--- src/rtl/multicycle_serial_tx.sv ---
// Framed serializer: start bit, DATA_WIDTH data bits LSB first, stop bit,
// each held for DIV clocks. All outputs come straight from flops.
module multicycle_serial_tx #(
    parameter int unsigned DATA_WIDTH = 8,
    parameter int unsigned DIV        = 4
) (
    input  logic                  clk,
    input  logic                  rst,
    input  logic [DATA_WIDTH-1:0] in_data,
    input  logic                  in_valid,
    output logic                  in_ready,
    output logic                  out,
    output logic                  busy
);

    localparam int unsigned DIV_W = (DIV > 1) ? $clog2(DIV) : 1;
    localparam int unsigned IDX_W = (DATA_WIDTH > 1) ? $clog2(DATA_WIDTH) : 1;

    typedef enum logic [1:0] {IDLE, START, DATA, STOP} state_e;

    state_e                state_q;
    logic [DIV_W-1:0]      div_cnt_q;
    logic [IDX_W-1:0]      bit_idx_q;
    logic [DATA_WIDTH-1:0] shift_reg_q;
    logic [DATA_WIDTH-1:0] shift_reg_d;
    logic                  out_q;
    logic                  busy_q;
    logic                  in_ready_q;
    logic                  bit_end;

    always_comb begin
        shift_reg_d = shift_reg_q >> 1;
        bit_end     = (div_cnt_q == DIV_W'(DIV - 1));
    end

    // out_q is loaded with the value the line must carry in the next state,
    // so it tracks shift_reg_q[0] during DATA without a combinational path.
    always_ff @(posedge clk) begin
        if (rst) begin
            state_q     <= IDLE;
            div_cnt_q   <= '0;
            bit_idx_q   <= '0;
            shift_reg_q <= '0;
            out_q       <= 1'b1;
            busy_q      <= 1'b0;
            in_ready_q  <= 1'b1;
        end else begin
            case (state_q)
                IDLE: begin
                    if (in_valid) begin
                        shift_reg_q <= in_data;
                        state_q     <= START;
                        div_cnt_q   <= '0;
                        out_q       <= 1'b0;
                        busy_q      <= 1'b1;
                        in_ready_q  <= 1'b0;
                    end
                end
                START: begin
                    if (bit_end) begin
                        div_cnt_q <= '0;
                        bit_idx_q <= '0;
                        state_q   <= DATA;
                        out_q     <= shift_reg_q[0];
                    end else begin
                        div_cnt_q <= div_cnt_q + 1'b1;
                    end
                end
                DATA: begin
                    if (bit_end) begin
                        div_cnt_q <= '0;
                        if (bit_idx_q == IDX_W'(DATA_WIDTH - 1)) begin
                            state_q <= STOP;
                            out_q   <= 1'b1;
                        end else begin
                            shift_reg_q <= shift_reg_d;
                            bit_idx_q   <= bit_idx_q + 1'b1;
                            out_q       <= shift_reg_d[0];
                        end
                    end else begin
                        div_cnt_q <= div_cnt_q + 1'b1;
                    end
                end
                STOP: begin
                    if (bit_end) begin
                        div_cnt_q  <= '0;
                        state_q    <= IDLE;
                        out_q      <= 1'b1;
                        busy_q     <= 1'b0;
                        in_ready_q <= 1'b1;
                    end else begin
                        div_cnt_q <= div_cnt_q + 1'b1;
                    end
                end
                default: begin
                    state_q    <= IDLE;
                    div_cnt_q  <= '0;
                    out_q      <= 1'b1;
                    busy_q     <= 1'b0;
                    in_ready_q <= 1'b1;
                end
            endcase
        end
    end

    assign out      = out_q;
    assign busy     = busy_q;
    assign in_ready = in_ready_q;

endmodule

--- config.mk ---
export PLATFORM = sky130hd
export DESIGN_NAME = multicycle_serial_tx
export DESIGN_NICKNAME = d
export VERILOG_FILES = /design/src/rtl/multicycle_serial_tx.sv
export SDC_FILE = /design/constraint.sdc
export NUM_CORES = 1
export LEC_CHECK = 0
export CAP_MARGIN = 20
export CORE_AREA = 2 2 49 51
export DETAILED_ROUTE_END_ITERATION = 10
export DIE_AREA = 0 0 51 53
export GPL_TIMING_DRIVEN = 0
export PLACE_DENSITY = 0.66
export SLEW_MARGIN = 20
export SYNTH_ARGS = -nofsm -noshare
export SYNTH_HDL_FRONTEND = slang
export SYNTH_SLANG_ARGS = --single-unit
--- constraint.sdc ---
create_clock -name clk -period 3.03 [get_ports clk]
set_input_delay 0.303 -clock clk [delete_from_list [all_inputs] [get_ports clk]]
set_output_delay 0.303 -clock clk [all_outputs]
set_load 0.01 [all_outputs]
### Word-level counts from Yosys, hierarchy flattened

Cells that the tools add are included.

| word-level totals | value |
|---|---|
| flip-flop bits (word level) | 18 |
| bits of input ports | 11 |

| operators by class | value |
|---|---|
| add/sub/neg operators | 2 |
| equal/unequal tests | 11 |
| muxes and demuxes | 27 |
| reductions and logical operators | 10 |

Operators with widths:

| operator | number |
|---|---|
| $mux 8 | 3 |
| $pmux 8 s2 | 1 |
| $mux 2 | 7 |
| $ne 2x2->1 const B | 6 |
| $reduce_and 4->1 | 3 |
| $mux 3 | 3 |
| $pmux 2 s4 | 1 |
| $mux 1 | 7 |
| $eq 2x2->1 const B | 3 |
| $pmux 3 s2 | 1 |
| $reduce_bool 2->1 | 3 |
| $reduce_and 5->1 | 1 |
| $pmux 1 s2 | 2 |
| $pmux 1 s4 | 1 |
| $pmux 2 s2 | 1 |
| $add 3x1->3 const B | 1 |
| $eq 3x3->1 const B | 1 |
| $reduce_and 3->1 | 1 |
| $reduce_or 3->1 | 1 |
| $add 2x1->2 const B | 1 |
| $eq 2x1->1 const B | 1 |
| $logic_not 2->1 | 1 |

### Depth between registers and ports, before layout

| logic depth | value |
|---|---|
| word-level depth | 4 |
| gate-level depth with buffers | 8 |

### Least setup slack after synthesis

OpenSTA, ideal clock, no wires.

| path | value |
|---|---|
| path kind | register to register |
| from | register bit_idx_q[0] |
| to | register shift_reg_q[2] |
| period minus slack after synthesis | 1.737 ns |
| library setup time | 0.079 ns |
| path slack | 1.293 ns |
| path buffers | 1 |
| cell stages (with the launch flop) | 8 |
| arrival | 1.658 ns |
| cells stage by stage | dfxtp_1 > ha_1 > ha_1 > nand2b_2 > a211oi_4 > buf_6 > nor2_1 > a211oi_2 |

| on the way | value |
|---|---|
| word-level cells in the longest chain between the ends | 3 |

RTL lines:

| item | line | text |
|---|---|---|
| from (decl) | 23 | `logic [IDX_W-1:0] bit_idx_q;` |
| from (signal assigned) | 77 | `bit_idx_q <= bit_idx_q + 1'b1;` |
| $eq 3x3->1 | 72 | `if (bit_idx_q == IDX_W'(DATA_WIDTH - 1)) begin` |
| $ne 2x2->1 (no line) | - |  |
| $reduce_and 4->1 (no line) | - |  |
| to (signal assigned) | 51 | `shift_reg_q <= in_data;` |
| to (signal assigned) | 76 | `shift_reg_q <= shift_reg_d;` |
| to (decl) | 24 | `logic [DATA_WIDTH-1:0] shift_reg_q;` |

No other way between the ends.
A chain may end at the register's enable or synchronous reset.

### Worst setup path in the final report

Same ends and word-level chain as after synthesis.

==> flow_summary.json <==
{
  "status": "complete, no violations",
  "power.clock.fraction_pct": 14.1,
  "htree_levels": 1,
  "min_path_cells": 2,
  "clkTransAtPathRegs_ns": 0.10,
  "io_buffer_count": 12,
  "drcViolationCount": 0,
  "cp-endpoint": "shift_reg_q[2]$_SDFFE_PP0P_",
  "routedWlPerCell_um": 12.2,
  "rsz0062_at_grt": "no",
  "path_class": "register to register",
  "reg2reg_to": "shift_reg_q[2]$_SDFFE_PP0P_",
  "ant_nets": 0,
  "postCtsSetupBuffers": 0,
  "ys_types": 27,
  "yosys.area.top_type": "dfxtp_1",
  "avgSynthCellArea_sq_um": 9.29,
  "power.leakage_uw": 0.000436,
  "cts_tree": "yes",
  "worstPathArrival_ns": 2.17,
  "area_delta_synth_final_pct": 20.4,
  "slew_headroom_pct": 63.3,
  "required_ns": 3.25,
  "fin_cells": 145,
  "hpwl_mm": 1.35,
  "final_max_slew_viol_count": 0,
  "syn_area_sq_um": 938,
  "cp_slowest_stage_delay_ns": 0.41,
  "reg2reg_slack_ns": 1.08,
  "async_flop_share_pct": 0,
  "first_iter_violations": 9,
  "power_frac_seq_pct": 34.3,
  "clock_path_buffers": 2,
  "antenna_found_initial": 0,
  "synth_edf_count": 0,
  "synthMostInstantiatedCell": "dfxtp_1",
  "fin_skew_ns": 0.00117,
  "pin_count": 14,
  "cts_made_buffers": 3,
  "grt_max_degree": 11,
  "multi_input_area_sq_um": 538,
  "tightest_slew_ns": 0.551,
  "holdBufCountCts": 0,
  "ys_seq_area_share_pct": 38.4,
  "synth-seq-cells": 18,
  "diodes": 0,
  "drv_cap": 0,
  "p_sw_share_pct": 39.5,
  "die-area_sq_um": 2700,
  "post-route-min-period_ns": 1.95,
  "die_y_um": 53,
  "dp_cells": 141,
  "rows": 17,
  "nets": 137,
  "wl_met2_um": 855,
  "fin_crit_sh_pct": 64.4,
  "grt_pass1_vias": 770,
  "post_drt_via_cell_ratio": 5.21,
  "fin_util_pct": 52.6,
  "cts_root_buf": "clkbuf_4",
  "synth.area.top_cells": "dfxtp_1 (38%), ha_1 (11%), mux2i_1 (8.5%)",
  "internal-power_uw": 628,
  "cts.sinks": 18,
  "finalSetupTns_ns": 0,
  "drt_wl_total_mm": 1.77,
  "fillers": 220,
  "post_cts_resized": 0,
  "min_from": "rst",
  "startpoint": "bit_idx_q[0]$_SDFFE_PP0P_",
  "power_density_nw_per_um2": 920,
  "highest_layer": "met4",
  "gp_congestion": 0.733,
  "crit_slowest_cell": "a211oi_4",
  "cp_max_fo": 10,
  "ir_drop_uv": 593,
  "cp_cell_sequence": "ha_1 > ha_1 > nand2b_2 > a211oi_4 > buf_6 > nor2_1 > a211oi_2",
  "clk_latency_ns": 0.29,
  "synth_top_area_share_pct": 38.4,
  "num_vias": 756,
  "rr_worst_depth": 7,
  "hold_path.class": "primary input to register",
  "seq_area_sq_um": 360,
  "p_total_uw": 1040,
  "start_util_pct": 43.7,
  "synthesis.nets": 120,
  "p_comb_share_pct": 51.6,
  "met1Wirelength_um": 849,
  "rr_startpoint": "bit_idx_q[0]$_SDFFE_PP0P_",
  "synthCells": 101,
  "crit_top_cell": "ha_1",
  "core_area_sq_um": 2150,
  "synth-main-ff-cell": "dfxtp_1",
  "hold_viol_final": 0,
  "setup-violations-final": 0,
  "grt_pass1_wl_mm": 3.20,
  "grt_usage_pct": 15.5,
  "grt.overflow.total": 0,
  "dieWidth_um": 51,
  "synth_common_cells": "dfxtp_1 (18), nor2_1 (15), a21oi_1 (8), ha_1 (8), mux2i_1 (8)",
  "timing.fmax_ghz": 0.512,
  "drive_gt1_share_pct": 9.40,
  "switchingPower_uw": 411,
  "firstDrtPassIters": 6,
  "yosysWarningCount": 0,
  "endpoint_kind": "register",
  "critPathLaunchType": "register",
  "routed-wl-met3_um": 48
}
==> per-layer routing <==
layer	vias to the layer above	GRT usage (%)
li1	394	-
met1	351	18.6
met2	9	28.1
met3	2	2.82
met4	0	4.05
met5	-	0
==> stage by stage <==
step,cell area [sq um],worst slack [ns],hold slack [ns]
final,1130,1.08,0.428
after global routing,1130,0.941,0.456
after CTS,1130,1.06,0.429
after detailed placement,1090,1.08,0.460
after global placement,1090,1.12,0.443
after floorplan,938,1.29,0.436
==> worst max-delay path: cells and delay by family (launching register included) <==
kind            cells  cell delay (ns)
compound gates      2             0.59
fa+ha+maj           2             0.45
buf+inv             1             0.20
flops               1             0.35
simple gates        2             0.29
==> registers in the layout (all words and copies together), names as in the netlist <==
| name | flops |
|---|---|
| shift_reg_q | 8 |
| bit_idx_q | 3 |
| div_cnt_q | 2 |
| state_q | 2 |
| busy | 1 |
| in_ready | 1 |
| out | 1 |
==> cell usage in the layout (no fill, tap or decap), drive strengths merged, types with 4 or more instances in the layout <==
master          n
clkdlybuf4s50  12
nand2           4
nor2           15
dfxtp          18
clkbuf          6
a211oi         10
a21oi           8
mux2i           8
o21ai           4
ha              8
==> power by group through the flow <==
stage	clock network (uW)	registers, uW	logic (uW)
after detailed placement	0	361	540
after global routing	163	366	609
final	146	356	537
after CTS	152	356	543
after floorplan	0	358	415
after global placement	0	358	530
==> cells by family (layout without fill, tap and decap cells) <==
group                    count (synthesis)  after routing  share of synthesized area [%]
AO/OA/AOI/OAI                           30             30                           23.7
adder cells (fa/ha/maj)                  8              8                           10.7
buffers and inverters                    8             24                           4.27
flip-flops                              18             18                           38.4
multiplexers                             8              8                           8.53
AND/OR/NAND/NOR                         29             29                           14.4
==> worst min path at each step <==
stage | to | slack [ns]
after global placement | div_cnt_q[1]$_SDFFE_PP0P_ | 0.44
after floorplan | div_cnt_q[1]$_SDFFE_PP0P_ | 0.44
final | shift_reg_q[6]$_SDFFE_PP0P_ | 0.43
after detailed placement | div_cnt_q[1]$_SDFFE_PP0P_ | 0.46
after CTS | shift_reg_q[6]$_SDFFE_PP0P_ | 0.43
after global routing | shift_reg_q[6]$_SDFFE_PP0P_ | 0.46
==> final cells by class <==
| class | instances | area share (%) |
|---|---|---|
| Sequential cell | 18 | 31.9 |
| Timing Repair Buffer | 12 | 10.6 |
| Inverter | 3 | 0.997 |
| Multi-Input combinational cell | 75 | 47.6 |
| Clock buffer | 4 | 3.21 |
| Buffer | 5 | 2.55 |
| Tap cell | 28 | 3.10 |
No activity file was read; power rests on OpenSTA's default activity.
